$ cat src/rtl/ili9341_spi_rx_pkg.sv
// Shared constants and FSM encoding for the ILI9341 SPI receive path.
package ili9341_pkg;
  localparam logic [7:0] CMD_CASET = 8'h2A;
  localparam logic [7:0] CMD_PASET = 8'h2B;
  localparam logic [7:0] CMD_RAMWR = 8'h2C;

  localparam int H_RES_DEF = 240;
  localparam int V_RES_DEF = 320;

  typedef enum logic [2:0] {
    ST_IDLE,
    ST_CASET_ARG,
    ST_PASET_ARG,
    ST_RAMWR,
    ST_IGNORE
  } state_t;
endpackage

$ cat src/rtl/ili9341_spi_rx_if.sv
// SPI link from the controller plus the decoded command/pixel stream.
interface ili9341_spi_rx_if;
  logic        spi_sclk;
  logic        spi_mosi;
  logic        spi_cs;
  logic        spi_dc;
  logic        cmd_valid;
  logic [7:0]  cmd_byte;
  logic        frame_start;
  logic        pix_valid;
  logic [8:0]  pix_x;
  logic [8:0]  pix_y;
  logic [15:0] pix_data;
  logic        err;

  modport master (
    output spi_sclk, spi_mosi, spi_cs, spi_dc,
    input  cmd_valid, cmd_byte, frame_start, pix_valid, pix_x, pix_y, pix_data, err
  );

  modport slave (
    input  spi_sclk, spi_mosi, spi_cs, spi_dc,
    output cmd_valid, cmd_byte, frame_start, pix_valid, pix_x, pix_y, pix_data, err
  );
endinterface

$ cat src/rtl/spi_byte_rx.sv
// Oversampling SPI mode-0 byte deserialiser; emits a byte and its D/C flag.
module spi_byte_rx (
  input  logic       clk,
  input  logic       rst,
  input  logic       sclk,
  input  logic       mosi,
  input  logic       cs,
  input  logic       dc,
  output logic       byte_valid,
  output logic [7:0] byte_data,
  output logic       byte_dc
);
  logic [1:0] sclk_sync, mosi_sync, cs_sync, dc_sync;
  logic       sclk_d;
  logic [2:0] bit_cnt;
  logic [7:0] shift_p1;
  logic       vld_p1;
  logic       dc_p1;
  logic       sclk_rise;

  assign sclk_rise = sclk_sync[1] & ~sclk_d;

  always_ff @(posedge clk or posedge rst) begin
    if (rst) begin
      sclk_sync  <= 2'b00;
      mosi_sync  <= 2'b00;
      cs_sync    <= 2'b11;
      dc_sync    <= 2'b00;
      sclk_d     <= 1'b0;
      bit_cnt    <= 3'd0;
      vld_p1     <= 1'b0;
      dc_p1      <= 1'b0;
      byte_valid <= 1'b0;
      byte_data  <= 8'h00;
      byte_dc    <= 1'b0;
    end else begin
      sclk_sync <= {sclk_sync[0], sclk};
      mosi_sync <= {mosi_sync[0], mosi};
      cs_sync   <= {cs_sync[0], cs};
      dc_sync   <= {dc_sync[0], dc};
      sclk_d    <= sclk_sync[1];
      // p1: bit capture on a synchronised rising edge
      vld_p1    <= 1'b0;
      if (cs_sync[1]) begin
        bit_cnt <= 3'd0;
      end else if (sclk_rise) begin
        bit_cnt <= bit_cnt + 3'd1;
        if (bit_cnt == 3'd7) begin
          vld_p1 <= 1'b1;
          dc_p1  <= dc_sync[1];
        end
      end
      // p2: completed byte handed to the decoder
      byte_valid <= vld_p1;
      if (vld_p1) begin
        byte_data <= shift_p1;
        byte_dc   <= dc_p1;
      end
    end
  end

  always_ff @(posedge clk) begin
    if (!cs_sync[1] && sclk_rise)
      shift_p1 <= {shift_p1[6:0], mosi_sync[1]};
  end
endmodule

$ cat src/rtl/ili9341_spi_rx.sv
// ILI9341 panel-side decoder: CASET/PASET window, RAMWR pixel stream with (x,y).
module ili9341_spi_rx
  import ili9341_pkg::*;
#(
  parameter int H_RES = H_RES_DEF,
  parameter int V_RES = V_RES_DEF
) (
  input logic              clk,
  input logic              rst,
  ili9341_spi_rx_if.slave  bus
);
  localparam logic [15:0] X_LIM = 16'(H_RES);
  localparam logic [15:0] Y_LIM = 16'(V_RES);

  logic       byte_valid, byte_dc;
  logic [7:0] byte_data;

  spi_byte_rx u_byte (
    .clk        (clk),
    .rst        (rst),
    .sclk       (bus.spi_sclk),
    .mosi       (bus.spi_mosi),
    .cs         (bus.spi_cs),
    .dc         (bus.spi_dc),
    .byte_valid (byte_valid),
    .byte_data  (byte_data),
    .byte_dc    (byte_dc)
  );

  state_t      state, state_nx;
  logic [1:0]  arg_cnt, arg_cnt_nx;
  logic        have_hi, have_hi_nx;
  logic [8:0]  xs, xe, ys, ye, cx, cy;
  logic [8:0]  xs_nx, xe_nx, ys_nx, ye_nx, cx_nx, cy_nx;
  logic [7:0]  arg0, arg1, arg2, hi_byte;
  logic [7:0]  arg0_nx, arg1_nx, arg2_nx, hi_byte_nx;
  logic        cmd_valid, cmd_valid_nx, frame_start, frame_start_nx;
  logic        pix_valid, pix_valid_nx, err, err_nx;
  logic [7:0]  cmd_byte, cmd_byte_nx;
  logic [8:0]  pix_x, pix_x_nx, pix_y, pix_y_nx;
  logic [15:0] pix_data, pix_data_nx;
  logic [15:0] sc, ec, lim;

  always_comb begin
    state_nx = state;       arg_cnt_nx = arg_cnt;   have_hi_nx = have_hi;
    xs_nx = xs;  xe_nx = xe;  ys_nx = ys;  ye_nx = ye;  cx_nx = cx;  cy_nx = cy;
    arg0_nx = arg0;  arg1_nx = arg1;  arg2_nx = arg2;  hi_byte_nx = hi_byte;
    cmd_valid_nx = 1'b0;    frame_start_nx = 1'b0;  pix_valid_nx = 1'b0;  err_nx = 1'b0;
    cmd_byte_nx = cmd_byte; pix_x_nx = pix_x;  pix_y_nx = pix_y;  pix_data_nx = pix_data;
    sc  = {arg0, arg1};
    ec  = {arg2, byte_data};
    lim = (state == ST_CASET_ARG) ? X_LIM : Y_LIM;

    if (byte_valid && !byte_dc) begin
      // A command always restarts decoding, dropping partial arguments/pixels.
      cmd_valid_nx = 1'b1;
      cmd_byte_nx  = byte_data;
      arg_cnt_nx   = 2'd0;
      have_hi_nx   = 1'b0;
      case (byte_data)
        CMD_CASET: state_nx = ST_CASET_ARG;
        CMD_PASET: state_nx = ST_PASET_ARG;
        CMD_RAMWR: begin
          state_nx       = ST_RAMWR;
          frame_start_nx = 1'b1;
          cx_nx          = xs;
          cy_nx          = ys;
        end
        default:   state_nx = ST_IGNORE;
      endcase
    end else if (byte_valid) begin
      case (state)
        ST_CASET_ARG, ST_PASET_ARG: begin
          arg_cnt_nx = arg_cnt + 2'd1;
          case (arg_cnt)
            2'd0: arg0_nx = byte_data;
            2'd1: arg1_nx = byte_data;
            2'd2: arg2_nx = byte_data;
            default: begin
              state_nx = ST_IGNORE;
              if (sc > ec || ec >= lim) begin
                err_nx = 1'b1;
              end else if (state == ST_CASET_ARG) begin
                xs_nx = sc[8:0];
                xe_nx = ec[8:0];
              end else begin
                ys_nx = sc[8:0];
                ye_nx = ec[8:0];
              end
            end
          endcase
        end
        ST_RAMWR: begin
          have_hi_nx = ~have_hi;
          if (!have_hi) begin
            hi_byte_nx = byte_data;
          end else begin
            pix_valid_nx = 1'b1;
            pix_data_nx  = {hi_byte, byte_data};
            pix_x_nx     = cx;
            pix_y_nx     = cy;
            if (cx == xe) begin
              cx_nx = xs;
              cy_nx = (cy == ye) ? ys : cy + 9'd1;
            end else begin
              cx_nx = cx + 9'd1;
            end
          end
        end
        default: ;
      endcase
    end
  end

  always_ff @(posedge clk or posedge rst) begin
    if (rst) begin
      state       <= ST_IDLE;
      arg_cnt     <= 2'd0;
      have_hi     <= 1'b0;
      xs          <= 9'd0;
      xe          <= 9'(H_RES - 1);
      ys          <= 9'd0;
      ye          <= 9'(V_RES - 1);
      cx          <= 9'd0;
      cy          <= 9'd0;
      cmd_valid   <= 1'b0;
      cmd_byte    <= 8'h00;
      frame_start <= 1'b0;
      pix_valid   <= 1'b0;
      pix_x       <= 9'd0;
      pix_y       <= 9'd0;
      pix_data    <= 16'h0000;
      err         <= 1'b0;
    end else begin
      state       <= state_nx;
      arg_cnt     <= arg_cnt_nx;
      have_hi     <= have_hi_nx;
      xs          <= xs_nx;
      xe          <= xe_nx;
      ys          <= ys_nx;
      ye          <= ye_nx;
      cx          <= cx_nx;
      cy          <= cy_nx;
      cmd_valid   <= cmd_valid_nx;
      cmd_byte    <= cmd_byte_nx;
      frame_start <= frame_start_nx;
      pix_valid   <= pix_valid_nx;
      pix_x       <= pix_x_nx;
      pix_y       <= pix_y_nx;
      pix_data    <= pix_data_nx;
      err         <= err_nx;
    end
  end

  always_ff @(posedge clk) begin
    arg0    <= arg0_nx;
    arg1    <= arg1_nx;
    arg2    <= arg2_nx;
    hi_byte <= hi_byte_nx;
  end

  assign bus.cmd_valid   = cmd_valid;
  assign bus.cmd_byte    = cmd_byte;
  assign bus.frame_start = frame_start;
  assign bus.pix_valid   = pix_valid;
  assign bus.pix_x       = pix_x;
  assign bus.pix_y       = pix_y;
  assign bus.pix_data    = pix_data;
  assign bus.err         = err;
endmodule

$ cat src/flat_wrapper.sv
// flat-port wrapper written by rule: the top's interface ports become plain ports
module ili9341_spi_rx_flat import ili9341_pkg::*;
#(
  parameter int H_RES = H_RES_DEF,
  parameter int V_RES = V_RES_DEF
)
  (clk, rst, bus_spi_sclk, bus_spi_mosi, bus_spi_cs, bus_spi_dc, bus_cmd_valid, bus_cmd_byte, bus_frame_start, bus_pix_valid, bus_pix_x, bus_pix_y, bus_pix_data, bus_err);
  ili9341_spi_rx_if bus_i ();
  input logic clk;
  input logic rst;
  input wire logic [$bits(bus_i.spi_sclk)-1:0] bus_spi_sclk;
  input wire logic [$bits(bus_i.spi_mosi)-1:0] bus_spi_mosi;
  input wire logic [$bits(bus_i.spi_cs)-1:0] bus_spi_cs;
  input wire logic [$bits(bus_i.spi_dc)-1:0] bus_spi_dc;
  output wire logic [$bits(bus_i.cmd_valid)-1:0] bus_cmd_valid;
  output wire logic [$bits(bus_i.cmd_byte)-1:0] bus_cmd_byte;
  output wire logic [$bits(bus_i.frame_start)-1:0] bus_frame_start;
  output wire logic [$bits(bus_i.pix_valid)-1:0] bus_pix_valid;
  output wire logic [$bits(bus_i.pix_x)-1:0] bus_pix_x;
  output wire logic [$bits(bus_i.pix_y)-1:0] bus_pix_y;
  output wire logic [$bits(bus_i.pix_data)-1:0] bus_pix_data;
  output wire logic [$bits(bus_i.err)-1:0] bus_err;
  assign bus_i.spi_sclk = bus_spi_sclk;
  assign bus_i.spi_mosi = bus_spi_mosi;
  assign bus_i.spi_cs = bus_spi_cs;
  assign bus_i.spi_dc = bus_spi_dc;
  assign bus_cmd_valid = bus_i.cmd_valid;
  assign bus_cmd_byte = bus_i.cmd_byte;
  assign bus_frame_start = bus_i.frame_start;
  assign bus_pix_valid = bus_i.pix_valid;
  assign bus_pix_x = bus_i.pix_x;
  assign bus_pix_y = bus_i.pix_y;
  assign bus_pix_data = bus_i.pix_data;
  assign bus_err = bus_i.err;
  ili9341_spi_rx #(.H_RES(H_RES), .V_RES(V_RES)) u_core (.clk(clk), .rst(rst), .bus(bus_i));
endmodule
$ cat config.mk
export PLATFORM = sky130hd
export DESIGN_NAME = ili9341_spi_rx_flat
export DESIGN_NICKNAME = d
export VERILOG_FILES = /design/src/rtl/ili9341_spi_rx_pkg.sv /design/src/rtl/ili9341_spi_rx_if.sv /design/src/rtl/spi_byte_rx.sv /design/src/rtl/ili9341_spi_rx.sv /design/src/flat_wrapper.sv
export SDC_FILE = /design/constraint.sdc
export NUM_CORES = 1
export LEC_CHECK = 0
export BUFFER_PORTS_ARGS = -buffer_cell sky130_fd_sc_hd__buf_2
export CORE_MARGIN = 8
export CORE_UTILIZATION = 60
export DETAILED_ROUTE_END_ITERATION = 10
export PLACE_DENSITY = 0.81
export SETUP_SLACK_MARGIN = 0.2
export SYNTH_ARGS = -nofsm -noshare
export SYNTH_HDL_FRONTEND = slang
export SYNTH_HIERARCHICAL = 1
export SYNTH_SLANG_ARGS = --single-unit
$ cat constraint.sdc
create_clock -name clk -period 4.7 [get_ports clk]
set_clock_uncertainty 0.2 [all_clocks]
set_input_delay 1.41 -clock clk [delete_from_list [all_inputs] [get_ports clk]]
set_output_delay 1.41 -clock clk [all_outputs]
set_load 0.01 [all_outputs]
**After elaboration in Yosys (flattened, before gate mapping)**

Cells that the tools add are included.

- Bits of input ports: 6
- Flip-flop bits (word level): 170
- Output and inout port bits: 46
- Logic and storage cells: 129

- Add/sub/neg operators: 4
- Eq/ne operators: 13
- Bitwise gates (word level): 8
- Mux-type cells: 42
- $lt $le $gt $ge: 2
- Reductions and logical operators: 27

Operators by type and width:

| cell | number |
|---|---|
| $mux 9 | 14 |
| $eq 8x6->1 const B | 3 |
| $reduce_and 4->1 | 6 |
| $add 9x1->9 const B | 2 |
| $eq 9x9->1 | 2 |
| $mux 1 | 18 |
| $mux 3 | 6 |
| $ge 16x16->1 | 1 |
| $gt 16x16->1 | 1 |
| $reduce_and 6->1 | 2 |
| $reduce_bool 2->1 | 6 |
| $pmux 3 s3 | 1 |
| $not 1->1 | 7 |
| $eq 3x2->1 const B | 2 |
| $mux 2 | 3 |
| $reduce_and 3->1 | 2 |
| $reduce_and 5->1 | 1 |
| $reduce_and 2->1 | 2 |
| $add 3x1->3 const B | 1 |
| $eq 3x1->1 const B | 1 |
| $eq 3x3->1 const B | 1 |
| $reduce_or 3->1 | 1 |
| $add 2x1->2 const B | 1 |
| $eq 2x1->1 const B | 1 |
| other kinds (9) | 11 |

**Longest topological paths before layout**

- Word-level depth: 9
- Mapped depth: 10
- Mapped depth without buffers: 9

**Hierarchy**

Netlist, hierarchy kept.

Modules (own cells, without submodules):

| module | seq. area each (µm²) | area each (µm²) | times used | cells each |
|---|---|---|---|---|
| ili9341_spi_rx | 3631.0 | 6249.7 | 1 | 509 |
| spi_byte_rx | 843.3 | 1077.3 | 1 | 56 |

**Least setup slack after synthesis**

OpenSTA, ideal clock, no wires.

- Path kind: flip-flop to flip-flop
- Start point: reg u_core.state[1]
- End point: reg u_core.ye[6]
- Data required time: 4.375 ns
- Setup slack: 1.646 ns
- Stages on the path, launching flop included: 11
- Path buffers: 1
- Period minus slack after synthesis: 3.054 ns
- Library setup time: 0.125 ns
- Arrival: 2.729 ns
- Cells stage by stage: dfrtp_1 -> nor3b_1 -> inv_1 -> ha_1 -> nor2b_1 -> a311o_1 -> nand4_1 -> nand4_4 -> nor3_4 -> buf_6 -> mux2_2

- Longest elaborated chain between the ends: 6
- Elaborated cells between the ends (all ways): 9
- Those cells by class: 1 x order compare; 2 x eq/ne; 1 x mux; 2 x bitwise; 3 x reduce/logical

Ends and longest elaborated chain:

| item | line | source |
|---|---|---|
| start: declaration | ili9341_spi_rx.sv:30 | `state_t state, state_nx;` |
| start signal: assignment | ili9341_spi_rx.sv:135 | `state <= state_nx;` |
| $eq 3x1->1 | ili9341_spi_rx.sv:52, ili9341_spi_rx.sv:72, ili9341_spi_rx.sv:83 |  |
| $mux 9 | ili9341_spi_rx.sv:52 | `lim = (state == ST_CASET_ARG) ? X_LIM : Y_LIM;` |
| $ge 16x16->1 | ili9341_spi_rx.sv:81 | `if (sc > ec \|\| ec >= lim) begin` |
| $logic_or 1x1->1 | ili9341_spi_rx.sv:81 |  |
| $not 1->1 (no source line) | - |  |
| $reduce_and 6->1 (no source line) (*) | - |  |
| end signal: assignment | ili9341_spi_rx.sv:123 | `ye <= 9'(V_RES - 1);` |
| end signal: assignment | ili9341_spi_rx.sv:141 | `ye <= ye_nx;` |
| end: declaration | ili9341_spi_rx.sv:33 | `logic [8:0] xs, xe, ys, ye, cx, cy;` |

Mark *: on every way between the ends. The rest lies on a longest branch, timed or not.
A chain may end at the register's enable or synchronous reset.

**Final worst setup path**

- Start point: reg u_core.state[0]
- End point: reg u_core.ys[2]

- Longest elaborated chain between the ends: 6
- Elaborated cells between the ends (all ways): 9
- Those cells by class: 1 x order compare; 2 x eq/ne; 1 x mux; 2 x bitwise; 3 x reduce/logical

Ends and longest elaborated chain:

| item | line | source |
|---|---|---|
| $eq 3x1->1 | ili9341_spi_rx.sv:52, ili9341_spi_rx.sv:72, ili9341_spi_rx.sv:83 |  |
| $mux 9 | ili9341_spi_rx.sv:52 |  |
| $ge 16x16->1 | ili9341_spi_rx.sv:81 |  |
| $logic_or 1x1->1 | ili9341_spi_rx.sv:81 |  |
| $not 1->1 (no source line) | - |  |
| $reduce_and 6->1 (no source line) (*) | - |  |
| end signal: assignment | ili9341_spi_rx.sv:140 | `ys <= ys_nx;` |
| end: declaration | ili9341_spi_rx.sv:33 |  |

Marks and branches as above.

==> key figures <==
Clock network
  – Num Clock Sinks: 170
  – Clk_lat worst skew: 0.43 ns
  – Post-cts sizing count: 0
  – # Post-CTS Setup Buffers: 0
  – Worst-path clk slew: 0.06 ns
  – Clock Tree Root: clkbuf_16
  – # H-tree levels: 4
  – TritonCTS clock tree: done
  – Total CTS buffers: 17
  – Clock Tree Buf Depth: 2
  – Hold Buf Count CTS: 0

Synthesis
  – Yosys warning count: 6
  – Main synth FF type: dfrtp_1
  – Area contributors post-synth: dfrtp_1, edfxtp_1, mux2_2, dfstp_2, ha_1
  – Syn Area/Cell: 13.0 um2
  – Yosys top cell by area: dfrtp_1
  – Synth async-reset ratio: 76.5%
  – Synth top area share: 38.9%
  – EDFF count, synth: 40
  – Syn_nets: 599
  – Unique masters post-synth: 54
  – Syn Inst Count: 565
  – Cell area after synthesis: 7330 um2
  – Post-synthesis sequential area ratio: 61.1%
  – Register bit total from synthesis: 170

Timing
  – # setup viols final: 0
  – Tcrit/Tclk final: 76.7%
  – TNS Setup: 0 ns
  – Period minus WS final: 3.61 ns
  – PnR worst setup slack: 1.09 ns
  – Fin. max-slew vios: 0
  – Endpoints failing hold: 0
  – Fmax: 277 MHz
  – RSZ-0062 raised after global routing: false
  – Slew margin rel.: 13.5%
  – Slew @ Worst Pin: 1.29 ns

Placement
  – Port bufs: 51
  – Detail Placement HPWL: 10.3 mm
  – Placer Congestion: 0.878
  – Pre-CTS setup slack: 1.13 ns
  – Placed Cells: 750

Power and ir drop
  – Net switching power: 0.601 mW
  – IR drop worst, VDD: 0.208 mV
  – Pleak: 4.04 nW
  – Reg power frac: 51.7%
  – Clock share of power: 47.2%
  – Switch share: 20.5%
  – Comb pwr share: 1.0%
  – P_int: 2.33 mW
  – Power per cell area: 353 nW/um2
  – Tot Pwr: 2.93 mW

Critical path
  – Required @ worst endpoint: 4.81 ns
  – Crit path kind: reg -> reg
  – Critical Path Start Type: flop
  – CP Capture Type: flop
  – Crit path DAT: 3.72 ns
  – Crit path max fanout: 18

Floorplanning
  – Die height: 127 um
  – Die X: 127 um
  – Initial Util: 61.3%
  – Core area: 12000 um2
  – Die ar.: 16000 um2
  – # IOs: 52
  – Core Rows: 40

Flow run
  – Maximum capacitance violations: 0

Min path
  – Hold Path Class: reg -> reg

Cells and area
  – Area delta synth->final: 13.5%
  – Most frequent cells in the layout: dfrtp_1, mux2_2, buf_2
  – Layout cells sized above 1: 29.9%
  – Most common cell after layout, fill and taps aside: dfrtp_1
  – Final cell count without fillers: 782
  – Area of the multi-input gates: 2630 um2
  – Antenna diodes: 0
  – FF+latch area: 4470 um2
  – Fillers: 798
  – Util after Layout: 69.5%
  – Final #Nets: 656

Routing
  – Drt drc: 0
  – TritonRoute pass-1 iters: 5
  – Detail Route Antenna Nets: 0
  – DR vias/cell: 5.97
  – Via count of the routed design: 4670
  – Avg WL per Cell: 19.6 um
  – Number of DRC markers in iteration 0: 482
  – Final wirelength: 15.4 mm

Global routing
  – Initial antenna violation count: 0
  – Global routing usage on met3: 6.07%
  – Most used routing layer: met2
  – GRT Residual Overflow: 0
  – Met2 usage: 33.2%
  – Met1 usage: 23.4%
  – First-pass GRT wire length: 24.8 mm
  – Vias in the first global route: 4839
  – Largest net degree at the start of global routing: 74
  – Total GRT Usage: 20.0%

Status
  – Status: complete, no violations
-- path summary, 6_finish.rpt --
kind / start / to / slack [ns] / cells past startpoint
max: u_core/state[0] / u_core/ys[2] / 1.09 / 9
min: u_core/u_byte/mosi_sync[0] / u_core/u_byte/mosi_sync[1] / 0.15 / 0
max reg2reg: u_core/state[0] / u_core/ys[2] / 1.09 / 9
min reg2reg: u_core/u_byte/mosi_sync[0] / u_core/u_byte/mosi_sync[1] / 0.15 / 0
max in group asynchronous: rst / u_core/ye[3] / 2.47 / 3
min in group asynchronous: rst / u_core/arg_cnt[0] / 0.97 / 2
-- cell families (layout without fill, tap and decap cells) --
group | Yosys count | count (layout) | share of synthesized area [%]
flops | 170 | 170 | 61.1
simple gates | 129 | 129 | 9.41
compound gates | 87 | 87 | 7.12
mux | 79 | 79 | 12.0
buf+inv | 50 | 120 | 2.99
fa+ha+maj | 28 | 28 | 4.78
xor+xnor | 22 | 22 | 2.63
-- sequential cells by signal, summed over array words and instances, names as in the netlist, 9 cells and up --
register,cells
u_core/xs,9
u_core/ye,9
u_core/xe,9
u_core/bus.pix_y,9
u_core/cx,9
u_core/bus.pix_x,9
u_core/cy,9
u_core/bus.pix_data,16
u_core/ys,9
-- synth_stat cells, types with 2 or more instances --
master    number
o22ai_1        2
dfrtp_1      114
buf_6          3
mux2_2        70
inv_1         27
a21oi_1       31
nand2_1       43
a31oi_1        2
and3_1         6
clkbuf_1      12
nor3_4         2
dfstp_2       16
nand3_1       12
or2_2          3
nor2b_1        2
nor2_1        22
nand2b_1       4
edfxtp_1      40
nor3b_1        3
nand4_1       13
xor2_1        20
nor4_1         6
a22o_1         3
mux2i_1        8
buf_2          7
xnor2_1        2
o21ai_0       33
ha_1          28
nor3_1         4
a21o_1         3
-- power by group through the flow --
stage	Combinational [mW]	Clock, mW	Sequential (mW)
finish	0.0304	1.39	1.52
global route	0.0356	1.46	1.52
CTS	0.0323	1.41	1.52
detailed placement	0.0322	0	1.55
global placement	0.0308	0	1.55
floorplan	0.0219	0	1.54
-- per-layer routing --
metal | vias to the layer above | part of all wire [%]
li1 | 2121 | -
met1 | 2336 | 40
met2 | 185 | 50
met3 | 28 | 7.1
met4 | 0 | 2.4
met5 | - | 0
-- metrics by stage --
stage / hold slack (ns) / cell area, um2
6_report: 0.149 / 8320
5_1_grt: 0.157 / 8320
4_1_cts: 0.152 / 8320
3_5_place_dp: 0.138 / 7720
3_3_place_gp: 0.134 / 7720
2_1_floorplan: 0.131 / 7330
-- area by class of cell --
cell class	instances	area share, %
sequential	170	53.8
multi-input combinational	345	31.7
clock buffer	18	5.42
timing repair buffer	60	3.88
tap	147	2.21
clock inverter	14	1.73
inverter	28	1.29
-- worst max-delay path, stage by stage (launching register included) --
cell,delay [ns]
dfrtp_1,0.44
nor3b_1,0.47
inv_1,0.14
ha_1,0.32
nor2b_1,0.14
a311o_1,0.32
nand4_1,0.13
nand4_4,0.16
nor3_4,0.74
mux2_2,0.41
No activity file was read; power rests on OpenSTA's default activity.
